**config.mk**
```make
export PLATFORM = sky130hd
export DESIGN_NAME = serial_adder
export DESIGN_NICKNAME = d
export VERILOG_FILES = /design/src/rtl/serial_adder.sv
export SDC_FILE = /design/constraint.sdc
export NUM_CORES = 1
export LEC_CHECK = 0
export CAP_MARGIN = 20
export CORE_MARGIN = 10
export CORE_UTILIZATION = 45
export DETAILED_ROUTE_END_ITERATION = 10
export GPL_TIMING_DRIVEN = 0
export PLACE_DENSITY_LB_ADDON = 0.25
export SLEW_MARGIN = 20
export SYNTH_ARGS = -nofsm -noshare
export SYNTH_HDL_FRONTEND = slang
export SYNTH_SLANG_ARGS = --single-unit
```
**constraint.sdc**
```tcl
create_clock -name clk -period 3 [get_ports clk]
set_input_delay 0.3 -clock clk [delete_from_list [all_inputs] [get_ports clk]]
set_output_delay 0.3 -clock clk [all_outputs]
set_load 0.05 [all_outputs]
```
**src/rtl/serial_adder.sv**
```systemverilog
// Bit-serial adder/subtractor: one full-adder cell iterated LSB-first,
// one bit per clock, under a start/busy/done handshake.
module serial_adder #(
  parameter int WIDTH = 8
) (
  input  logic             clk,
  input  logic             rst,
  input  logic             start,
  input  logic             sub,
  input  logic [WIDTH-1:0] a,
  input  logic [WIDTH-1:0] b,
  input  logic             cin,
  output logic             busy,
  output logic             done,
  output logic [WIDTH-1:0] sum,
  output logic             cout,
  output logic             overflow
);

  localparam int IDX_W = $clog2(WIDTH);

  typedef enum logic {
    IDLE,
    RUN
  } state_t;

  state_t state;
  state_t state_nxt;

  logic [WIDTH-1:0] wa;
  logic [WIDTH-1:0] wb;
  logic [WIDTH-1:0] work;
  logic [WIDTH-1:0] work_nxt;
  logic [IDX_W-1:0] idx;
  logic             c;
  logic             c_nxt;
  logic             c_msb;
  logic             bit_s;
  logic             last;
  logic             accept;

  assign busy = (state == RUN);
  assign last = (idx == IDX_W'(WIDTH - 1));

  always_ff @(posedge clk) begin
    if (rst) state <= IDLE;
    else     state <= state_nxt;
  end

  always_comb begin
    state_nxt = state;
    accept    = 1'b0;
    unique case (state)
      IDLE: begin
        if (start) begin
          state_nxt = RUN;
          accept    = 1'b1;
        end
      end
      RUN: begin
        if (last) state_nxt = IDLE;
      end
      default: state_nxt = IDLE;
    endcase
  end

  // Single full-adder cell applied to the bit selected by idx
  always_comb begin
    bit_s         = wa[idx] ^ wb[idx] ^ c;
    c_nxt         = (wa[idx] & wb[idx]) | (wa[idx] & c) | (wb[idx] & c);
    work_nxt      = work;
    work_nxt[idx] = bit_s;
  end

  always_ff @(posedge clk) begin
    if (rst) begin
      wa       <= '0;
      wb       <= '0;
      work     <= '0;
      idx      <= '0;
      c        <= 1'b0;
      c_msb    <= 1'b0;
      done     <= 1'b0;
      sum      <= '0;
      cout     <= 1'b0;
      overflow <= 1'b0;
    end else begin
      done <= 1'b0;
      if (accept) begin
        wa    <= a;
        wb    <= sub ? ~b : b;
        c     <= sub ? ~cin : cin;
        idx   <= '0;
        work  <= '0;
        c_msb <= 1'b0;
      end else if (state == RUN) begin
        work <= work_nxt;
        c    <= c_nxt;
        idx  <= idx + IDX_W'(1);
        if (idx == IDX_W'(WIDTH - 2)) c_msb <= c_nxt;
        if (last) begin
          idx      <= '0;
          sum      <= work_nxt;
          cout     <= c_nxt;
          overflow <= c_msb ^ c_nxt;
          done     <= 1'b1;
        end
      end
    end
  end

endmodule

```
# Word-level counts from Yosys, hierarchy flattened
# Index checks and enable logic that the tools add are counted.
totals:
  reg_bits: 41
  latchBits: 0
  ramBits: 0
  romBits: 0
  inputBits: 21
  out_inout_bits: 12
  elab_cells: 51
  memories: 0
classes:
  n_addsub: 1
  n_mul: 0
  div: 0
  magnitude_cmp: 2
  eq_ne: 2
  n_shift: 0
  mux: 17
  bitwise: 12
  reduce_logical: 6
op_table:
  columns: ["cell", "n"]
  rows:
  - ["$mux W1", 10]
  - ["$bwmux W8", 1]
  - ["$mux W8", 1]
  - ["$not A8 Y8", 1]
  - ["$bmux W1 S3", 2]
  - ["$eq A3 B3 Y1 const B", 2]
  - ["$lt A3 B4 Y1 const B", 1]
  - ["$add A3 B1 Y3 const B", 1]
  - ["$and A1 B1 Y1", 3]
  - ["$demux W1 S3", 1]
  - ["$ge A3 B1 Y1 const B", 1]
  - ["$mux W3", 1]
  - ["$not A1 Y1", 3]
  - ["$reduce_and A3 Y1", 1]
  - ["$reduce_or A3 Y1", 1]
  - ["$xor A1 B1 Y1", 3]
  - ["$or A1 B1 Y1", 2]
  - ["$pmux W1 S2", 1]
  - ["$reduce_and A2 Y1", 1]
  - ["$reduce_bool A2 Y1", 1]
  - ["$reduce_or A2 Y1", 1]
  - ["$logic_and A1 B1 Y1", 1]

# Logic depth before layout (Yosys ltp)
# Gate-level depths: netlist (run 1).
depth:
  ltp_word: 7
  depth_mapped: 11
  mapped_depth_nobuf: 7

# Worst setup path before layout (run 1)
# OpenSTA, ideal clock, no wires.
synth_timing:
  kind: "register to register"
  startpoint: "reg idx[0]"
  endpoint: "reg sum[5]"
  setup_ps: 86
  arrival_time_ps: 2283
  required_time_ps: 2914
  path_slack_ps: 631
  path_stages_with_launch: 11
  n_path_buf: 3
  period_less_slack_ps: 2369
  path_cell_list: "dfxtp_1 > buf_6 > nor2b_4 > a221oi_2 > a31oi_1 > a211o_1 > fa_1 > clkbuf_1 > buf_2 > mux2i_1 > a211oi_1"
synth_via:
  elab_chain_len: 5
synth_lines:
  columns: ["element", "line", "source"]
  rows:
  - ["from (decl)", "34", "logic [IDX_W-1:0] idx;"]
  - ["from (signal assigned)", "99", "idx <= idx + IDX_W'(1);"]
  - ["$lt A3 B4 Y1 (implied by the code) (tied with other cells)", "72", "work_nxt[idx] = bit_s;"]
  - ["$logic_and A1 B1 Y1 (implied by the code) or $mux W1 (tied branches)", "72, 69", null]
  - ["$mux W1 (implied by the code) or $xor A1 B1 Y1 (tied branches)", "72, 69", null]
  - ["$demux W1 S3 or $xor A1 B1 Y1 (tied branches)", "72, 69", null]
  - ["$bwmux W8", "72", null]
  - ["to (signal assigned)", "103", "sum <= work_nxt;"]
  - ["to (decl)", "15", "output logic [WIDTH-1:0] sum,"]
# Parallel ways exist; a longest one is shown, timed or not. The select of a mux whose other input is x is not followed.
# A chain may end at the register's enable or synchronous reset.

# Final worst setup path (run 1)
layout_timing:
  startpoint: "reg idx[1]"
  endpoint: "reg sum[7]"
# The elaborated chain is that of the path after synthesis.

==> impl_results.html, run 1 <==
<table>
<tr><th>Metric</th><th>Value</th></tr>
<tr><th colspan="2">Floorplanning</th></tr>
<tr><td>I/O pin count</td><td>33</td></tr>
<tr><td>Core Region</td><td>0.00438 mm2</td></tr>
<tr><td>Area of the die</td><td>~0.0076 mm2</td></tr>
<tr><td>Width of the die</td><td>a little under 90 um</td></tr>
<tr><td>DIE HEIGHT</td><td>87.4 um</td></tr>
<tr><td>Row cnt</td><td>24</td></tr>
<tr><td>Starting utilization of the core area</td><td>0.466</td></tr>
<tr><th colspan="2">CTS</th></tr>
<tr><td>Master cell of the clock root buffer</td><td>clkbuf_8</td></tr>
<tr><td>TritonCTS Buffers</td><td>5</td></tr>
<tr><td>Post_cts resized</td><td>0</td></tr>
<tr><td>CTS tree</td><td>built</td></tr>
<tr><td>Setup Fix Bufs, Post-CTS</td><td>0</td></tr>
<tr><td>Clock sink count</td><td>41</td></tr>
<tr><td>Number of H-tree levels</td><td>2</td></tr>
<tr><td>Number of hold-repair buffers added at the cts stage</td><td>0</td></tr>
<tr><td>Clock latency at the later pin of the worst-skew pair</td><td>290 ps</td></tr>
<tr><td>Clock transition at path regs</td><td>about 70 ps</td></tr>
<tr><td>Number of buffers on the longest clock path</td><td>2</td></tr>
<tr><th colspan="2">Timing</th></tr>
<tr><td>Final TNS setup</td><td>0 ps</td></tr>
<tr><td>Final Critical Period</td><td>2760 ps</td></tr>
<tr><td>Worst slew margin</td><td>0.653</td></tr>
<tr><td>Post-route fraction of the period consumed by the critical path</td><td>0.920</td></tr>
<tr><td>Pins over their slew limit</td><td>0</td></tr>
<tr><td>Hold Fails Final Rpt</td><td>0</td></tr>
<tr><td>Worst Tran Pin Value</td><td>520 ps</td></tr>
<tr><td>Hold_ws</td><td>417 ps</td></tr>
<tr><td>Total of endpoints with negative setup slack in the final report</td><td>0</td></tr>
<tr><td>Maximum clock skew at final layout</td><td>about 2.4 ps</td></tr>
<tr><td>Setup repair after global routing missed its margin</td><td>false</td></tr>
<tr><td>Highest attainable clock frequency</td><td>362 MHz</td></tr>
<tr><th colspan="2">GRT</th></tr>
<tr><td>Wire length of the first global-routing pass</td><td>7610 um</td></tr>
<tr><td>Combined global-route utilization of all metal layers</td><td>0.124</td></tr>
<tr><td>Number of antenna violations at the first check in global routing</td><td>0</td></tr>
<tr><td>Via count of the first global-routing pass</td><td>around 1700</td></tr>
<tr><td>Largest net degree at the start of global routing</td><td>12</td></tr>
<tr><td>Global route overflow</td><td>0</td></tr>
<tr><th colspan="2">Place</th></tr>
<tr><td>Final estimated routing congestion in global placement</td><td>0.822</td></tr>
<tr><td>Post-detail-place hpwl</td><td>3270 um</td></tr>
<tr><td>Buffers added on ports</td><td>31</td></tr>
<tr><td>Placed cell count</td><td>around 310</td></tr>
<tr><th colspan="2">Layout</th></tr>
<tr><td>Relative area change from synthesis to final layout</td><td>22.6%</td></tr>
<tr><td>Final nets</td><td>291</td></tr>
<tr><td>Fraction of final layout cells with drive strength greater than 1</td><td>0.143</td></tr>
<tr><td>Count of inserted antenna diode cells</td><td>0</td></tr>
<tr><td>Fill cell instance count of the final layout</td><td>between 400 and 500</td></tr>
<tr><td>Post-route insts no fill</td><td>approximately 320</td></tr>
<tr><th colspan="2">Synth</th></tr>
<tr><td>Synthesized area</td><td>0.00204 mm2</td></tr>
<tr><td>Net count of the mapped netlist</td><td>253</td></tr>
<tr><td>Sequential fraction of the synthesis area</td><td>0.402</td></tr>
<tr><td>Largest area contributor in the synthesized netlist</td><td>dfxtp_1</td></tr>
<tr><td>Unique cell type count in the Yosys netlist</td><td>38</td></tr>
<tr><td>Synth async-reset ratio</td><td>0</td></tr>
<tr><td>Top cells by count, synth</td><td>dfxtp_1 (41), nor2_1 (38), nand2_1 (28), mux2i_1 (18)</td></tr>
<tr><td>Ranking of synthesized cells by area</td><td>dfxtp_1 (40%), mux2i_1 (8.8%), nor2_1 (7.0%)</td></tr>
<tr><td>EDFF count, synth</td><td>0</td></tr>
<tr><td>Commonest register cell after synthesis</td><td>dfxtp_1</td></tr>
<tr><td>Average instance area after synthesis</td><td>8.96 um2</td></tr>
<tr><td>Gate count of the mapped netlist</td><td>228</td></tr>
<tr><td>Flops &amp; latches, synth</td><td>41</td></tr>
<tr><td>Synth warnings</td><td>0</td></tr>
<tr><td>Count leader, synth</td><td>dfxtp_1</td></tr>
<tr><td>Fraction of synthesized cell area taken by the top area cell type</td><td>0.402</td></tr>
<tr><th colspan="2">Power</th></tr>
<tr><td>Combinational group share of total power</td><td>0.170</td></tr>
<tr><td>Internal cell power</td><td>0.000832 W</td></tr>
<tr><td>Switching power as a share of total power</td><td>0.263</td></tr>
<tr><td>Power Total</td><td>about 0.0011 W</td></tr>
<tr><td>Sequential group share of total power</td><td>0.512</td></tr>
<tr><td>Cell Pwr Density</td><td>451 mW/mm2</td></tr>
<tr><td>Maximum vdd ir drop</td><td>0.214 mV</td></tr>
<tr><td>Clock share of power</td><td>0.318</td></tr>
<tr><td>Switch Pwr</td><td>0.000297 W</td></tr>
<tr><td>Cell leakage power</td><td>0.925 nW</td></tr>
<tr><th colspan="2">Worst setup path</th></tr>
<tr><td>Worst Path Arrival</td><td>2960 ps</td></tr>
<tr><td>Critical path launch point type</td><td>flop</td></tr>
<tr><td>Setup CP Type</td><td>reg -&gt; reg</td></tr>
<tr><td>Crit end category</td><td>flop</td></tr>
<tr><td>Required time of the critical path</td><td>3200 ps</td></tr>
<tr><td>Biggest fanout along the worst timing path</td><td>10</td></tr>
<tr><th colspan="2">Detailed routing</th></tr>
<tr><td>DRT Pass-1 Iters</td><td>5</td></tr>
<tr><td>Vias after detailed routing</td><td>1677</td></tr>
<tr><td>Routed Wire Length</td><td>4420 um</td></tr>
<tr><td>Via-to-Cell Ratio</td><td>5.27</td></tr>
<tr><td>Number of violations reported at the end of detailed-routing iteration 0</td><td>78</td></tr>
<tr><td>Remaining routing DRC violations</td><td>0</td></tr>
<tr><td>Detailed-route wire length per cell</td><td>roughly 14 um</td></tr>
<tr><td>Number of nets still failing antenna checks after routing</td><td>0</td></tr>
<tr><th colspan="2">Job</th></tr>
<tr><td>Maximum capacitance violations</td><td>0</td></tr>
<tr><th colspan="2">Run status</th></tr>
<tr><td>Outcome</td><td>finished, final reports clean</td></tr>
<tr><th colspan="2">Min path</th></tr>
<tr><td>Hold WC Path Type</td><td>in -&gt; reg</td></tr>
</table>
-- state kept, by name, indices dropped and copies added (netlist names), 3 cells and up --
register	count
idx	3
work	8
wb	8
wa	8
sum	8
-- cell type report --
cell class,count,area [um2],share of cell area
well taps,52,65.1,0.0260
inverters,1,3.75,0.00150
multi-input cells,165,1080,0.430
clock buffers,7,86.3,0.0345
plain buffers,21,141,0.0565
flip-flops and latches,41,821,0.328
repair buffers,31,310,0.124
-- power by group through the flow --
stage / Combinational (W) / Clock (W) / Sequential [W]
3_3_place_gp: 0.000190 / 0 / 0.000590
6_report: 0.000192 / 0.000359 / 0.000578
3_5_place_dp: 0.000193 / 0 / 0.000591
4_1_cts: 0.000193 / 0.000371 / 0.000578
2_1_floorplan: 0.000130 / 0 / 0.000589
5_1_grt: 0.000213 / 0.000395 / 0.000581
-- final timing paths --
check | slack [ps] | to | depth (start not counted) | startpoint
worst max-delay path | 240 | sum[7]$_SDFFE_PP0P_ | 10 | idx[1]$_SDFFE_PP0P_
worst max register to register | 240 | sum[7]$_SDFFE_PP0P_ | 10 | idx[1]$_SDFFE_PP0P_
worst min-delay path | 420 | wb[7]$_SDFFE_PP0P_ | 3 | sub
worst min register to register | 460 | wa[0]$_SDFFE_PP0P_ | 2 | wa[0]$_SDFFE_PP0P_
-- metal layers --
layer	routed length, um	vias up	global-route usage	part of all wire
met5	0	-	0	0
met3	228	7	0.0431	0.052
met4	82	0	0.0478	0.019
met2	2010	30	0.192	0.45
li1	-	860	-	-
met1	2100	780	0.155	0.47
-- through the flow --
stage	util	area, um2	worst slack [ps]
floorplan	-	2040	631
finish	0.571	2500	240
global route	0.571	2500	46.4
CTS	0.571	2500	280
detailed placement	0.551	2420	305
global placement	0.551	2420	318
-- worst max-delay path, cell delays in order (launching register included) --
cell and delay [ps]:
dfxtp_1 360, buf_2 220, buf_6 180, mux2i_1 210
o211ai_1 100, o21bai_1 170, fa_1 480, clkbuf_1 310
buf_2 290, mux2i_1 100, a211oi_1 240
-- kinds of logic after synthesis --
family,after synthesis,synth area share
buffers and inverters,22,0.0711
muxes,19,0.0937
adders and majority gates,4,0.0282
AOI/OAI and AO/OA,38,0.145
xor gates and xnor gates,10,0.0429
DFF,41,0.402
and+or+nand+nor,94,0.217
-- layout by cell type (no fill, tap or decap), types with 2 or more instances in the layout --
cell type        count
clkbuf_1             4
a311oi_1             3
nand2_1             28
ha_1                 3
clkbuf_8             6
nor2b_4              2
nor2b_1              2
a21oi_1             10
nor2_1              38
nand3_1              7
buf_2                8
nor3_1               4
xnor2_1             10
nand2b_1             3
nor3_2               2
dfxtp_1             41
buf_6                4
a211oi_2             6
buf_4                6
a211oi_1            10
mux2i_1             18
a31oi_1              3
clkdlybuf4s50_1     31
(Power assumes the default switching activity.)
==> run 2: changes to the inputs <==
--- a/config.mk
+++ b/config.mk
@@ -6,7 +6,7 @@
 export NUM_CORES = 1
 export LEC_CHECK = 0
 export CAP_MARGIN = 20
-export CORE_MARGIN = 10
+export CORE_MARGIN = 2
 export CORE_UTILIZATION = 45
 export DETAILED_ROUTE_END_ITERATION = 10
 export GPL_TIMING_DRIVEN = 0
==> run 2 against run 1 <==
Flip-flop and latch count is the same. First-iteration DRC count increased by 38%. Register-to-register slack improved by 40 ps. Fmax grew 1.6%. Critical path depth unchanged. Worst hold slack worse by 7.0 ps. Sequential share of layout area down 0.20 points. Count of clock-buffer cells in the layout did not move. Global-route usage grew 6.2 points. Clock power is 9.5% higher. Non-clock buffer count unchanged. Critical path type unchanged. Critical endpoint unchanged.
==> impl_results.html, run 2 (synthesis results as in run 1) <==
<table>
<tr><th>Metric</th><th>Value</th></tr>
<tr><th colspan="2">Layout</th></tr>
<tr><td>Leading cell types in the layout, fill and taps excluded</td><td>dfxtp_1 (41), nor2_1 (38), clkdlybuf4s50_1 (31)</td></tr>
<tr><td>Relative area change from synthesis to final layout</td><td>23.3%</td></tr>
<tr><td>Fill cell instance count of the final layout</td><td>a little over 400</td></tr>
<tr><td>Most common cell after layout, fill and taps aside</td><td>dfxtp_1</td></tr>
<tr><td>Final cell area excluding filler cells</td><td>0.00252 mm2</td></tr>
<tr><td>Fraction of final layout cells with drive strength greater than 1</td><td>0.150</td></tr>
<tr><td>Post-route insts no fill</td><td>between 300 and 400</td></tr>
<tr><td>Count of inserted antenna diode cells</td><td>0</td></tr>
<tr><td>Final nets</td><td>~290</td></tr>
<tr><th colspan="2">Power</th></tr>
<tr><td>Cell leakage power</td><td>0.935 nW</td></tr>
<tr><td>Maximum vdd ir drop</td><td>0.284 mV</td></tr>
<tr><td>Cell Pwr Density</td><td>461 mW/mm2</td></tr>
<tr><th colspan="2">CTS</th></tr>
<tr><td>CTS tree</td><td>built</td></tr>
<tr><td>Setup Fix Bufs, Post-CTS</td><td>0</td></tr>
<tr><td>Number of H-tree levels</td><td>2</td></tr>
<tr><td>Number of buffers on the longest clock path</td><td>2</td></tr>
<tr><td>Clock latency at the later pin of the worst-skew pair</td><td>between 200 and 300 ps</td></tr>
<tr><td>Master cell of the clock root buffer</td><td>clkbuf_8</td></tr>
<tr><td>Number of hold-repair buffers added at the cts stage</td><td>0</td></tr>
<tr><td>Clock transition at path regs</td><td>about 80 ps</td></tr>
<tr><td>Clock sink count</td><td>41</td></tr>
<tr><td>TritonCTS Buffers</td><td>5</td></tr>
<tr><td>Post_cts resized</td><td>0</td></tr>
<tr><th colspan="2">Worst setup path</th></tr>
<tr><td>Dominant delay contributor by cell family on the critical path</td><td>buffers and inverters</td></tr>
<tr><td>Biggest fanout along the worst timing path</td><td>10</td></tr>
<tr><td>Max stage delay on crit path</td><td>480 ps</td></tr>
<tr><td>WP buf/inv</td><td>4</td></tr>
<tr><td>Crit end category</td><td>flop</td></tr>
<tr><td>Critical path launch point type</td><td>flop</td></tr>
<tr><td>Required time of the critical path</td><td>around 3200 ps</td></tr>
<tr><td>Worst Path Arrival</td><td>around 3000 ps</td></tr>
<tr><td>Cells along the critical path</td><td>buf_2 -&gt; buf_6 -&gt; mux2i_1 -&gt; o211ai_1 -&gt; o21bai_1 -&gt; fa_1 -&gt; clkbuf_1 -&gt; buf_2 -&gt; mux2i_1 -&gt; a211oi_1</td></tr>
<tr><td>Setup CP Type</td><td>reg -&gt; reg</td></tr>
<tr><td>CP max-delay cell</td><td>fa_1</td></tr>
<tr><th colspan="2">Job</th></tr>
<tr><td>Maximum capacitance violations</td><td>0</td></tr>
<tr><th colspan="2">GRT</th></tr>
<tr><td>Combined global-route utilization of all metal layers</td><td>0.186</td></tr>
<tr><td>Global route overflow</td><td>0</td></tr>
<tr><td>Wire length of the first global-routing pass</td><td>7470 um</td></tr>
<tr><td>Via count of the first global-routing pass</td><td>1580</td></tr>
<tr><td>Largest net degree at the start of global routing</td><td>13</td></tr>
<tr><td>Number of antenna violations at the first check in global routing</td><td>0</td></tr>
<tr><th colspan="2">Timing</th></tr>
<tr><td>Pins over their slew limit</td><td>0</td></tr>
<tr><td>Post-route fraction of the period consumed by the critical path</td><td>0.905</td></tr>
<tr><td>Hold Fails Final Rpt</td><td>0</td></tr>
<tr><td>Final TNS setup</td><td>0 ps</td></tr>
<tr><td>Maximum clock skew at final layout</td><td>between 5 and 6 ps</td></tr>
<tr><td>Final Critical Period</td><td>2720 ps</td></tr>
<tr><td>Setup repair after global routing missed its margin</td><td>false</td></tr>
<tr><td>Worst Tran Pin Value</td><td>between 500 and 600 ps</td></tr>
<tr><td>Final worst slack</td><td>285 ps</td></tr>
<tr><td>Highest attainable clock frequency</td><td>between 300 and 400 MHz</td></tr>
<tr><td>Worst slew margin</td><td>0.648</td></tr>
<tr><td>Total of endpoints with negative setup slack in the final report</td><td>0</td></tr>
<tr><th colspan="2">Place</th></tr>
<tr><td>Placement Cell Area</td><td>around 0.0024 mm2</td></tr>
<tr><td>Post-detail-place hpwl</td><td>2970 um</td></tr>
<tr><td>Placed cell count</td><td>311</td></tr>
<tr><td>Setup Slack @ Placement</td><td>about 330 ps</td></tr>
<tr><td>Buffers added on ports</td><td>31</td></tr>
<tr><td>Final estimated routing congestion in global placement</td><td>0.829</td></tr>
<tr><th colspan="2">Detailed routing</th></tr>
<tr><td>Number of violations reported at the end of detailed-routing iteration 0</td><td>108</td></tr>
<tr><td>Via-to-Cell Ratio</td><td>~5.2</td></tr>
<tr><td>DRT Pass-1 Iters</td><td>4</td></tr>
<tr><td>Detailed-route wire length per cell</td><td>13.1 um</td></tr>
<tr><td>Remaining routing DRC violations</td><td>0</td></tr>
<tr><td>Vias after detailed routing</td><td>1647</td></tr>
<tr><td>Routed Wire Length</td><td>between 4000 and 5000 um</td></tr>
<tr><td>Number of nets still failing antenna checks after routing</td><td>0</td></tr>
<tr><th colspan="2">Floorplanning</th></tr>
<tr><td>Core Region</td><td>0.00435 mm2</td></tr>
<tr><td>Starting utilization of the core area</td><td>0.469</td></tr>
<tr><td>Row cnt</td><td>24</td></tr>
<tr><td>I/O pin count</td><td>33</td></tr>
<tr><td>Area of the die</td><td>0.00509 mm2</td></tr>
<tr><td>DIE HEIGHT</td><td>71.4 um</td></tr>
<tr><td>Width of the die</td><td>between 70 and 80 um</td></tr>
<tr><th colspan="2">Min path</th></tr>
<tr><td>Hold WC Path Type</td><td>in -&gt; reg</td></tr>
<tr><th colspan="2">Run status</th></tr>
<tr><td>Outcome</td><td>finished, final reports clean</td></tr>
</table>
run 2: changes by cell type in the layout (fill, tap and decap cells not counted):
cell,previous run,this run
clkbuf_1,4,3
clkbuf_8,6,7
clkinv_2,0,1
run 2: worst min-delay path: cells and delay by family:
kind,cells,cell delay (ps)
AOI/OAI and AO/OA,1,60
xor gates and xnor gates,1,130
buffers and inverters,1,170
run 2: where the power goes:
group	switching [W]	internal [W]
logic	0.000105	0.0000858
registers	0.0000133	0.000564
clock network	0.000185	0.000208
run 2: final timing paths:
path,depth (start not counted),to,slack [ps],from
worst min register to register,2,cout$_SDFFE_PP0P_,460,cout$_SDFFE_PP0P_
worst max-delay path,10,sum[7]$_SDFFE_PP0P_,280,idx[1]$_SDFFE_PP0P_
worst max register to register,10,sum[7]$_SDFFE_PP0P_,280,idx[1]$_SDFFE_PP0P_
worst min-delay path,3,wb[7]$_SDFFE_PP0P_,410,sub
run 2: routing by layer:
metal  vias to the layer above  part of all wire  wire length, um  track usage
li1                        854                 -                -            -
met2                        31              0.45             1880        0.280
met4                         0             0.014               59       0.0671
met5                         -                 0                0            0
met1                       755              0.49             2050        0.256
met3                         7             0.041              171       0.0534
run 2: cell type report:
| class | instances | area (um2) | area share |
|---|---|---|---|
| buffer | 21 | 141 | 0.0561 |
| clock buffer | 7 | 96.3 | 0.0383 |
| clock inverter | 1 | 5.00 | 0.00199 |
| inverter | 1 | 3.75 | 0.00149 |
| multi-input combinational | 165 | 1080 | 0.427 |
| sequential | 41 | 821 | 0.326 |
| tap | 52 | 65.1 | 0.0258 |
| timing repair buffer | 31 | 310 | 0.123 |
run 2: through the flow:
step / total power, W / util / hold slack [ps]
final: 0.00116 / 0.578 / 410
after global routing: 0.00123 / 0.578 / 413
after CTS: 0.00118 / 0.578 / 408
after detailed placement: 0.000781 / 0.555 / 452
after global placement: 0.000779 / 0.555 / 444
after floorplan: 0.000719 / - / 432
==> run 3: changes to the inputs <==
--- a/config.mk
+++ b/config.mk
@@ -7,10 +7,11 @@
 export LEC_CHECK = 0
 export CAP_MARGIN = 20
 export CORE_MARGIN = 2
-export CORE_UTILIZATION = 45
+export CORE_UTILIZATION = 43
 export DETAILED_ROUTE_END_ITERATION = 10
 export GPL_TIMING_DRIVEN = 0
 export PLACE_DENSITY_LB_ADDON = 0.25
+export SKIP_CTS_REPAIR_TIMING = 1
 export SLEW_MARGIN = 20
 export SYNTH_ARGS = -nofsm -noshare
 export SYNTH_HDL_FRONTEND = slang
==> run 3 against run 2 <==
Clock skew is 5.5 ps higher. Power is 6.1% higher. Sequential share of layout area down 0.22 points. Sequential power hardly changed. Worst setup slack improved by 11 ps. Fmax is 0.39% higher. Count of clock-buffer cells in the layout is the same. Via count decreased by 0.67%. Combinational power about the same. Utilization down 3.4 points. Register-to-register slack barely moved. Critical path type unchanged. Largest cell class unchanged.
==> impl_results.html, run 3 (synthesis results as in run 1) <==
<table>
<tr><th>Metric</th><th>Value</th></tr>
<tr><th colspan="2">CTS</th></tr>
<tr><td>Clock sink count</td><td>41</td></tr>
<tr><td>CTS tree</td><td>built</td></tr>
<tr><td>TritonCTS Buffers</td><td>5</td></tr>
<tr><td>Number of buffers on the longest clock path</td><td>2</td></tr>
<tr><td>Clock latency at the later pin of the worst-skew pair</td><td>~300 ps</td></tr>
<tr><td>Number of H-tree levels</td><td>2</td></tr>
<tr><td>Master cell of the clock root buffer</td><td>clkbuf_8</td></tr>
<tr><td>Clock transition at path regs</td><td>80 ps</td></tr>
<tr><th colspan="2">Floorplanning</th></tr>
<tr><td>Row cnt</td><td>25</td></tr>
<tr><td>Core Region</td><td>0.00466 mm2</td></tr>
<tr><td>I/O pin count</td><td>33</td></tr>
<tr><td>Starting utilization of the core area</td><td>0.438</td></tr>
<tr><td>Area of the die</td><td>approximately 0.0053 mm2</td></tr>
<tr><td>Width of the die</td><td>72.9 um</td></tr>
<tr><td>DIE HEIGHT</td><td>between 70 and 80 um</td></tr>
<tr><th colspan="2">Worst setup path</th></tr>
<tr><td>Register-to-Register Setup Slack</td><td>~300 ps</td></tr>
<tr><td>Path depth of the worst reg2reg path</td><td>10</td></tr>
<tr><td>Reg-to-reg critical path endpoint</td><td>sum[7]$_SDFFE_PP0P_</td></tr>
<tr><td>Crit path to</td><td>sum[7]$_SDFFE_PP0P_</td></tr>
<tr><td>Crit end category</td><td>flop</td></tr>
<tr><td>Worst Path Arrival</td><td>a little under 3000 ps</td></tr>
<tr><td>CP max-delay cell</td><td>fa_1</td></tr>
<tr><td>WP buf/inv</td><td>3</td></tr>
<tr><td>Max stage delay on crit path</td><td>500 ps</td></tr>
<tr><td>Biggest fanout along the worst timing path</td><td>10</td></tr>
<tr><td>Critical path launch point type</td><td>flop</td></tr>
<tr><td>Number of cells on the critical path</td><td>10</td></tr>
<tr><td>Cells along the critical path</td><td>buf_6 -&gt; nor2b_4 -&gt; a221oi_2 -&gt; a31oi_1 -&gt; a211o_1 -&gt; fa_1 -&gt; clkbuf_1 -&gt; buf_2 -&gt; mux2i_1 -&gt; a211oi_1</td></tr>
<tr><td>Worst Setup SP</td><td>idx[0]$_SDFFE_PP0P_</td></tr>
<tr><td>Required time of the critical path</td><td>3210 ps</td></tr>
<tr><td>Setup CP Type</td><td>reg -&gt; reg</td></tr>
<tr><td>Dominant delay contributor by cell family on the critical path</td><td>compound AO/OA/AOI/OAI gates</td></tr>
<tr><td>FF-to-FF Start</td><td>idx[0]$_SDFFE_PP0P_</td></tr>
<tr><th colspan="2">Place</th></tr>
<tr><td>Post-detail-place hpwl</td><td>about 3000 um</td></tr>
<tr><td>Final estimated routing congestion in global placement</td><td>0.847</td></tr>
<tr><td>Placed cell count</td><td>~310</td></tr>
<tr><td>Buffers added on ports</td><td>31</td></tr>
<tr><th colspan="2">GRT</th></tr>
<tr><td>Global route overflow</td><td>0</td></tr>
<tr><td>Combined global-route utilization of all metal layers</td><td>0.176</td></tr>
<tr><td>Number of antenna violations at the first check in global routing</td><td>0</td></tr>
<tr><td>Via count of the first global-routing pass</td><td>roughly 1500</td></tr>
<tr><td>Largest net degree at the start of global routing</td><td>13</td></tr>
<tr><td>Wire length of the first global-routing pass</td><td>slightly above 7000 um</td></tr>
<tr><th colspan="2">Detailed routing</th></tr>
<tr><td>DRT Pass-1 Iters</td><td>5</td></tr>
<tr><td>Routed Wire Length</td><td>about 4200 um</td></tr>
<tr><td>Vias after detailed routing</td><td>around 1600</td></tr>
<tr><td>Number of nets still failing antenna checks after routing</td><td>0</td></tr>
<tr><td>Remaining routing DRC violations</td><td>0</td></tr>
<tr><td>Number of violations reported at the end of detailed-routing iteration 0</td><td>62</td></tr>
<tr><td>Via-to-Cell Ratio</td><td>5.10</td></tr>
<tr><td>Detailed-route wire length per cell</td><td>13.2 um</td></tr>
<tr><th colspan="2">Layout</th></tr>
<tr><td>Most common cell after layout, fill and taps aside</td><td>dfxtp_1</td></tr>
<tr><td>Leading cell types in the layout, fill and taps excluded</td><td>dfxtp_1 (41), nor2_1 (38), clkdlybuf4s50_1 (31)</td></tr>
<tr><td>Relative area change from synthesis to final layout</td><td>24.2%</td></tr>
<tr><td>Post-route insts no fill</td><td>321</td></tr>
<tr><td>Final nets</td><td>between 200 and 300</td></tr>
<tr><td>Fill cell instance count of the final layout</td><td>448</td></tr>
<tr><td>Fraction of final layout cells with drive strength greater than 1</td><td>0.146</td></tr>
<tr><td>Count of inserted antenna diode cells</td><td>0</td></tr>
<tr><th colspan="2">Timing</th></tr>
<tr><td>Setup repair after global routing missed its margin</td><td>false</td></tr>
<tr><td>Pins over their slew limit</td><td>0</td></tr>
<tr><td>Final TNS setup</td><td>0 ps</td></tr>
<tr><td>Total of endpoints with negative setup slack in the final report</td><td>0</td></tr>
<tr><td>Maximum clock skew at final layout</td><td>10.7 ps</td></tr>
<tr><td>Worst slew margin</td><td>0.639</td></tr>
<tr><td>Highest attainable clock frequency</td><td>370 MHz</td></tr>
<tr><td>Hold Fails Final Rpt</td><td>0</td></tr>
<tr><td>Final Critical Period</td><td>between 2000 and 3000 ps</td></tr>
<tr><td>Worst Tran Pin Value</td><td>542 ps</td></tr>
<tr><td>Post-route fraction of the period consumed by the critical path</td><td>0.902</td></tr>
<tr><th colspan="2">Power</th></tr>
<tr><td>Cell Pwr Density</td><td>just under 500 mW/mm2</td></tr>
<tr><td>Maximum vdd ir drop</td><td>roughly 0.27 mV</td></tr>
<tr><td>Cell leakage power</td><td>0.939 nW</td></tr>
<tr><th colspan="2">Run status</th></tr>
<tr><td>Outcome</td><td>finished, final reports clean</td></tr>
<tr><th colspan="2">Job</th></tr>
<tr><td>Maximum capacitance violations</td><td>0</td></tr>
<tr><th colspan="2">Min path</th></tr>
<tr><td>Hold WC Path Type</td><td>in -&gt; reg</td></tr>
<tr><td>Number of cells traversed by the worst hold path</td><td>3</td></tr>
</table>
[run 3: cell count changes in the layout (fill, tap and decap cells not counted)]
| cell | previous run | this run |
|---|---|---|
| bufinv_16 | 0 | 1 |
| clkbuf_1 | 3 | 4 |
| clkbuf_8 | 7 | 6 |
| clkinv_2 | 1 | 0 |
[run 3: worst min path at each step]
| stage | endpoint | slack (ps) | start |
|---|---|---|---|
| finish | wb[0]$_SDFFE_PP0P_ | 410 | sub |
| global route | wb[1]$_SDFFE_PP0P_ | 430 | sub |
| CTS | wb[7]$_SDFFE_PP0P_ | 410 | sub |
| detailed placement | wa[0]$_SDFFE_PP0P_ | 450 | wa[0]$_SDFFE_PP0P_ |
| global placement | wa[0]$_SDFFE_PP0P_ | 450 | wa[0]$_SDFFE_PP0P_ |
| floorplan | wa[0]$_SDFFE_PP0P_ | 430 | wa[0]$_SDFFE_PP0P_ |
[run 3: cell type report]
| class | count | area (um2) | area share |
|---|---|---|---|
| flip-flops and latches | 41 | 821 | 0.324 |
| multi-input cells | 165 | 1080 | 0.424 |
| plain buffers | 21 | 141 | 0.0557 |
| clock buffers | 7 | 86.3 | 0.0340 |
| clock inverters | 1 | 30.0 | 0.0118 |
| well taps | 54 | 67.6 | 0.0266 |
| repair buffers | 31 | 310 | 0.122 |
| inverters | 1 | 3.75 | 0.00148 |
[run 3: worst reg2reg max path: stages, from the launching register on]
cell,delay [ps]
dfxtp_1,330
buf_6,150
nor2b_4,140
a221oi_2,250
a31oi_1,70
a211o_1,270
fa_1,500
clkbuf_1,290
buf_2,290
mux2i_1,100
a211oi_1,240
[run 3: through the flow]
stage | util | total power, W | setup slack (ps) | area (um2) | hold WS [ps]
2_1_floorplan | - | 0.000719 | 631 | 2040 | 432
3_3_place_gp | 0.519 | 0.000781 | 303 | 2420 | 445
3_5_place_dp | 0.519 | 0.000783 | 312 | 2420 | 450
4_1_cts | 0.544 | 0.00125 | 281 | 2540 | 413
5_1_grt | 0.544 | 0.00129 | 66.0 | 2540 | 427
6_report | 0.544 | 0.00123 | 295 | 2540 | 411
[run 3: report_power, final]
part	internal (W)	total [W]	switching [W]
clock network	0.000271	0.000464	0.000192
logic	0.0000858	0.000191	0.000105
registers	0.000564	0.000577	0.0000130
total	0.000921	0.00123	0.000311
[run 3: routing by layer]
metal,track usage,part of all wire
met5,0,0
met2,0.269,0.45
met3,0.0442,0.039
met1,0.237,0.49
met4,0.0741,0.019
